### src/rtl/muldiv_iter_if.sv
// Handshake and register bus of the iterative multiply/divide unit.
// Signal names match the original flat port list of muldiv_iter.
interface muldiv_iter_if #(
   parameter int WIDTH = 32
);
   logic             start;
   logic [1:0]       op;
   logic [WIDTH-1:0] a;
   logic [WIDTH-1:0] b;
   logic             we_hi;
   logic             we_lo;
   logic [WIDTH-1:0] wd;
   logic             busy;
   logic             done;
   logic             dbz;
   logic [WIDTH-1:0] hi;
   logic [WIDTH-1:0] lo;

   modport master (
      output start, op, a, b, we_hi, we_lo, wd,
      input  busy, done, dbz, hi, lo
   );

   modport slave (
      input  start, op, a, b, we_hi, we_lo, wd,
      output busy, done, dbz, hi, lo
   );
endinterface

### src/rtl/muldiv_iter.sv
// Radix-2 iterative multiply/divide unit with HI/LO registers and MTHI/MTLO.
// Define MULDIV_SIGNED_EN to make op[0] select signed MULT/DIV.
module muldiv_iter #(
   parameter int WIDTH = 32
) (
   input logic          clk,
   input logic          rst,
   muldiv_iter_if.slave bus
);

   localparam int CW = $clog2(WIDTH + 1);

   typedef enum logic [1:0] {IDLE, RUN, FINISH} state_t;

   state_t           state;
   logic [CW-1:0]    cnt;
   logic             is_div;
   logic             dz;
   logic [WIDTH-1:0] acc;
   logic [WIDTH-1:0] sh;
   logic [WIDTH-1:0] opnd;

   logic             busy_q;
   logic             done_q;
   logic             dbz_q;
   logic [WIDTH-1:0] hi_q;
   logic [WIDTH-1:0] lo_q;

   logic [WIDTH-1:0] mag_a;
   logic [WIDTH-1:0] mag_b;
   logic [WIDTH:0]   mul_part;
   logic [WIDTH:0]   rem_shift;
   logic [WIDTH:0]   rem_diff;
   logic [WIDTH-1:0] acc_nxt;
   logic [WIDTH-1:0] sh_nxt;
   logic [WIDTH-1:0] res_hi;
   logic [WIDTH-1:0] res_lo;

`ifdef MULDIV_SIGNED_EN
   logic             sgn_a;
   logic             sgn_b;
   logic             neg_q;
   logic             neg_r;
   logic [2*WIDTH-1:0] prod_neg;

   assign sgn_a    = bus.op[0] & bus.a[WIDTH-1];
   assign sgn_b    = bus.op[0] & bus.b[WIDTH-1];
   assign mag_a    = sgn_a ? -bus.a : bus.a;
   assign mag_b    = sgn_b ? -bus.b : bus.b;
   assign prod_neg = -{acc, sh};
`else
   logic             unused_op0;

   assign unused_op0 = bus.op[0];
   assign mag_a      = bus.a;
   assign mag_b      = bus.b;
`endif

   // acc/sh form {product} while multiplying and {remainder, quotient} while dividing.
   always_comb begin
      mul_part  = sh[0] ? ({1'b0, acc} + {1'b0, opnd}) : {1'b0, acc};
      rem_shift = {acc, sh[WIDTH-1]};
      rem_diff  = rem_shift - {1'b0, opnd};
      if (is_div) begin
         if (!rem_diff[WIDTH]) begin
            acc_nxt = rem_diff[WIDTH-1:0];
            sh_nxt  = {sh[WIDTH-2:0], 1'b1};
         end else begin
            acc_nxt = rem_shift[WIDTH-1:0];
            sh_nxt  = {sh[WIDTH-2:0], 1'b0};
         end
      end else begin
         acc_nxt = mul_part[WIDTH:1];
         sh_nxt  = {mul_part[0], sh[WIDTH-1:1]};
      end
   end

   always_comb begin
      res_hi = acc;
      res_lo = sh;
`ifdef MULDIV_SIGNED_EN
      if (is_div) begin
         if (neg_q) res_lo = -sh;
         if (neg_r) res_hi = -acc;
      end else if (neg_q) begin
         res_hi = prod_neg[2*WIDTH-1:WIDTH];
         res_lo = prod_neg[WIDTH-1:0];
      end
`endif
      // Divide-by-zero keeps the raw dividend in sh, so no sign fixup applies.
      if (dz) begin
         res_hi = sh;
         res_lo = '1;
      end
   end

   always_ff @(posedge clk or posedge rst) begin
      if (rst) begin
         state  <= IDLE;
         cnt    <= '0;
         is_div <= 1'b0;
         dz     <= 1'b0;
         acc    <= '0;
         sh     <= '0;
         opnd   <= '0;
         busy_q <= 1'b0;
         done_q <= 1'b0;
         dbz_q  <= 1'b0;
         hi_q   <= '0;
         lo_q   <= '0;
`ifdef MULDIV_SIGNED_EN
         neg_q  <= 1'b0;
         neg_r  <= 1'b0;
`endif
      end else begin
         done_q <= 1'b0;
         case (state)
            IDLE: begin
               if (bus.we_hi) hi_q <= bus.wd;
               if (bus.we_lo) lo_q <= bus.wd;
               if (bus.start) begin
                  busy_q <= 1'b1;
                  dbz_q  <= 1'b0;
                  is_div <= bus.op[1];
                  cnt    <= CW'(WIDTH);
                  acc    <= '0;
                  opnd   <= mag_b;
`ifdef MULDIV_SIGNED_EN
                  neg_q  <= sgn_a ^ sgn_b;
                  neg_r  <= sgn_a;
`endif
                  if (bus.op[1] && (bus.b == '0)) begin
                     dz    <= 1'b1;
                     sh    <= bus.a;
                     state <= FINISH;
                  end else begin
                     dz    <= 1'b0;
                     sh    <= mag_a;
                     state <= RUN;
                  end
               end
            end
            RUN: begin
               acc <= acc_nxt;
               sh  <= sh_nxt;
               cnt <= cnt - CW'(1);
               if (cnt == CW'(1)) state <= FINISH;
            end
            FINISH: begin
               hi_q   <= res_hi;
               lo_q   <= res_lo;
               dbz_q  <= dz;
               done_q <= 1'b1;
               busy_q <= 1'b0;
               state  <= IDLE;
            end
            default: state <= IDLE;
         endcase
      end
   end

   assign bus.busy = busy_q;
   assign bus.done = done_q;
   assign bus.dbz  = dbz_q;
   assign bus.hi   = hi_q;
   assign bus.lo   = lo_q;

endmodule

### src/flat_wrapper.sv
// flat-port wrapper written by rule: the top's interface ports become plain ports
module muldiv_iter_flat 
#(
   parameter int WIDTH = 32
)
  (clk, rst, bus_start, bus_op, bus_a, bus_b, bus_we_hi, bus_we_lo, bus_wd, bus_busy, bus_done, bus_dbz, bus_hi, bus_lo);
  muldiv_iter_if #(.WIDTH(WIDTH)) bus_i ();
  input logic clk;
  input logic rst;
  input wire logic [$bits(bus_i.start)-1:0] bus_start;
  input wire logic [$bits(bus_i.op)-1:0] bus_op;
  input wire logic [$bits(bus_i.a)-1:0] bus_a;
  input wire logic [$bits(bus_i.b)-1:0] bus_b;
  input wire logic [$bits(bus_i.we_hi)-1:0] bus_we_hi;
  input wire logic [$bits(bus_i.we_lo)-1:0] bus_we_lo;
  input wire logic [$bits(bus_i.wd)-1:0] bus_wd;
  output wire logic [$bits(bus_i.busy)-1:0] bus_busy;
  output wire logic [$bits(bus_i.done)-1:0] bus_done;
  output wire logic [$bits(bus_i.dbz)-1:0] bus_dbz;
  output wire logic [$bits(bus_i.hi)-1:0] bus_hi;
  output wire logic [$bits(bus_i.lo)-1:0] bus_lo;
  assign bus_i.start = bus_start;
  assign bus_i.op = bus_op;
  assign bus_i.a = bus_a;
  assign bus_i.b = bus_b;
  assign bus_i.we_hi = bus_we_hi;
  assign bus_i.we_lo = bus_we_lo;
  assign bus_i.wd = bus_wd;
  assign bus_busy = bus_i.busy;
  assign bus_done = bus_i.done;
  assign bus_dbz = bus_i.dbz;
  assign bus_hi = bus_i.hi;
  assign bus_lo = bus_i.lo;
  muldiv_iter #(.WIDTH(WIDTH)) u_core (.clk(clk), .rst(rst), .bus(bus_i));
endmodule
### config.mk
export PLATFORM = sky130hd
export DESIGN_NAME = muldiv_iter_flat
export DESIGN_NICKNAME = d
export VERILOG_FILES = /design/src/rtl/muldiv_iter_if.sv /design/src/rtl/muldiv_iter.sv /design/src/flat_wrapper.sv
export SDC_FILE = /design/constraint.sdc
export NUM_CORES = 1
export LEC_CHECK = 0
export ABC_AREA = 1
export BUFFER_PORTS_ARGS = -buffer_cell sky130_fd_sc_hd__buf_2
export CAP_MARGIN = 20
export CORE_ASPECT_RATIO = 1.2
export CORE_MARGIN = 3
export CORE_UTILIZATION = 54
export DETAILED_ROUTE_END_ITERATION = 12
export GPL_TIMING_DRIVEN = 0
export PLACE_DENSITY = 0.8
export SLEW_MARGIN = 10
export SYNTH_ARGS = -nofsm -noshare
export SYNTH_HDL_FRONTEND = slang
export SYNTH_SLANG_ARGS = --single-unit
export TNS_END_PERCENT = 10
### constraint.sdc
create_clock -name clk -period 5.1 [get_ports clk]
set_input_delay 0.765 -clock clk [delete_from_list [all_inputs] [get_ports clk]]
set_output_delay 0.765 -clock clk [all_outputs]
set_load 0.02 [all_outputs]
==> key figures <==
Status
  • Status: completed

Clock network
  • H-tree depth: 4
  • Clock net sink count: 173
  • Hold_buf cts: 0
  • Clk slew on worst S/H paths: 0.07 ns
  • Post-CTS setup buffers: 0
  • Root Driver: clkbuf_16
  • Clk buf depth: 2
  • Number of buffers created by CTS: 17
  • TritonCTS clock tree: built
  • Post-CTS sizing: 0
  • Clk_lat worst skew: 0.45 ns

Floorplanning
  • Initial core utilization: 55.4%
  • Total core area: 25000 um^2
  • Std-Cell Rows: 63
  • Die area: 27600 um^2
  • I/O Pins: 170
  • Overall die width: 152 um
  • Die Span Y: 181 um

Worst hold path
  • Tightest Hold Check Type: in -> async

Global routing
  • First-pass GRT wire length: 78.6 mm
  • GRT Util Overall: 36.1%
  • Largest net degree at the start of global routing: 40
  • Number of global-route vias before repair: 14672
  • Antenna violations before repair: 0
  • Congestion Overflow GR: 0

Worst setup path
  • WP data required: 5.47 ns
  • R2R Path End: u_core.acc[25]$_DFFE_PP0P_
  • Startpoint types: flip-flop
  • CP Data Arrival Time: 3.65 ns
  • Flop2flop setup slack: 1.82 ns
  • Slowest stage delay, CP: 0.50 ns
  • Crit-path most repeated cell: nand2_1
  • Crit-path cells: inv_1 > ha_1 > fa_1 > inv_1 > nand2_1 > nand2_1 > nand3_1 > nand2_2 > nand2_1 > nand2_2 > nand2_4 > nand2_4 > nand2_4 > nand2_4 > buf_6 > nand2_1 > nand3_1 > nand2_1 > nand2_1
  • FF-to-FF Start: u_core.sh[31]$_DFFE_PP0P_
  • R2R cell count: 19
  • Crit-path max FO: 10
  • Crit-path slowest cell: dfrtp_1
  • Capturing element type of the critical path: flip-flop
  • Worst setup path class: reg -> reg

Detailed routing
  • Initial DRC count: 1520
  • DR WL/cell: 18.7 um
  • Via density: 5.64
  • ANT nets after route: 0
  • DRT Wirelength: 51.3 mm
  • Detailed-route DRC error count: 0
  • Vias: 15466
  • Drt first pass iters: 9

Logic synthesis
  • Area of the mapped netlist: 13800 um^2
  • Number of synthesized flops with an enable pin: 0
  • Post-synthesis cell type count: 41
  • Seq/Total Area, Yosys: 31.3%
  • Synth async-reset ratio: 100%
  • Yosys warns: 0
  • Most used flip-flop cell after synthesis: dfrtp_1
  • Syn avg cell area: 6.25 um^2
  • Post-synthesis register bit count: 173
  • Syn_nets: 2384
  • Mapped Cells: 2213

STA
  • Hold slack: 0.441 ns
  • Setup violators final: 0
  • Final slew viol count: 0
  • Worst slew pin tran: 0.910 ns
  • Max Clk Rate: 305 MHz
  • Fin crit share: 64.2%
  • Max_slew headroom: 39.3%
  • Clock Skew: 0.0153 ns
  • Final TNS setup: 0 ns
  • Final Hold Fails: 0
  • Post-layout min period: 3.28 ns
  • RSZ-0062 raised after global routing: no

Layout
  • Post-layout util: 63.1%
  • Final-stage net count: 2575
  • Share of layout cells above drive strength 1: 9.72%
  • Antenna diode count: 0
  • Fillcell total: 2383
  • Register Area: 4330 um^2
  • Multi-input gate area in the final layout: 7880 um^2
  • Area grow syn2layout: 14.0%
  • Layout Cells excl Fill: 2742

Place
  • Placed cell count: 2710
  • Port buffer count: 168
  • GPL Wtd Cong: 1.05
  • Hpwl dp: 41.6 mm

Run
  • Max-cap violation count: 0
kinds of logic after synthesis:
family          count (synthesis)  share of synthesized area, %
compound gates                368                          14.9
xor+xnor                       28                          1.77
fa+ha+maj                      68                          6.26
buf+inv                       422                          11.8
flops                         173                          31.3
simple gates                 1154                          34.0
cell usage in the layout (no fill, tap or decap), types with 4 or more instances in the layout:
cell type,n
nand2_1,771
inv_1,330
nor2_1,182
dfrtp_1,173
buf_2,171
a21oi_1,139
nand3_1,129
o21ai_0,118
clkbuf_1,66
ha_1,66
a31oi_1,58
o211ai_1,34
nor3_1,19
clkbuf_16,17
xor2_1,15
xnor2_1,13
nand4_1,12
buf_1,10
nand3b_1,8
inv_2,6
and2_1,6
nor4_1,6
nand2_2,5
nand2_4,5
buf_6,5
o21bai_1,5
o221ai_1,5
and3_1,4
inv_8,4
buf_12,4
state kept, by name (all words and copies together), names as in the netlist, 2 cells and up:
signal,cells
u_core.opnd,32
u_core.bus.hi,32
u_core.acc,32
u_core.state,2
u_core.cnt,6
u_core.bus.lo,32
u_core.sh,32
per-layer routing:
| metal | global-route usage (%) | part of all wire, % | vias up |
|---|---|---|---|
| met2 | 62.7 | 48 | 850 |
| met3 | 4.26 | 8.3 | 160 |
| li1 | - | - | 7415 |
| met1 | 43.8 | 38 | 7041 |
| met4 | 19.4 | 5.8 | 0 |
| met5 | 0 | 0 | - |
cell usage after synthesis, drive strengths merged (8+ instances only):
cell type,count,share of area (%)
xnor2,13,0.82
nand3,130,4.8
nand3b,8,0.43
clkbuf,64,1.7
ha,66,6.0
dfrtp,173,31
buf,18,0.79
nand2,781,22
o21ai,119,4.3
nand4,12,0.54
o211ai,34,1.8
inv,337,9.1
a21oi,140,5.1
nor2,185,5.1
xor2,15,0.95
a31oi,58,2.6
nor3,20,0.76
per-stage QoR:
| step | setup slack [ns] | area [um^2] |
|---|---|---|
| 2_1_floorplan | 2.12 | 13800 |
| 6_report | 1.82 | 15800 |
| 3_5_place_dp | 2.00 | 15200 |
| 4_1_cts | 1.95 | 15800 |
| 3_3_place_gp | 1.05 | 15100 |
| 5_1_grt | 1.78 | 15800 |
critical path, delay by kind of cell (launching register included):
kind,cells,cell delay [ns]
buf+inv,3,0.57
simple gates,14,1.38
fa+ha+maj,2,0.74
flops,1,0.50
how the worst max path moves through the flow:
| stage | from | to | slack (ns) | cells past startpoint |
|---|---|---|---|---|
| 3_5_place_dp | u_core.sh[31]$_DFFE_PP0P_ | u_core.acc[25]$_DFFE_PP0P_ | 2.00 | 19 |
| 2_1_floorplan | rst | u_core.acc[0]$_DFFE_PP0P_ | 2.12 | 1 |
| 5_1_grt | u_core.sh[31]$_DFFE_PP0P_ | u_core.acc[18]$_DFFE_PP0P_ | 1.78 | 19 |
| 6_report | u_core.sh[31]$_DFFE_PP0P_ | u_core.acc[25]$_DFFE_PP0P_ | 1.82 | 19 |
| 3_3_place_gp | rst | u_core.opnd[18]$_DFFE_PP0P_ | 1.05 | 2 |
| 4_1_cts | u_core.sh[31]$_DFFE_PP0P_ | u_core.acc[23]$_DFFE_PP0P_ | 1.95 | 18 |
area by class of cell:
class,instances,share of cell area [%]
timing repair buffer,172,5.84
buffer,82,2.21
clock buffer,19,2.74
multi-input combinational,1618,49.9
clock inverter,13,1.13
sequential,173,27.4
tap,325,2.58
inverter,340,8.11
Power is not shown: default switching activity piles up to over one toggle a cycle in this logic, so the estimate is an artifact.
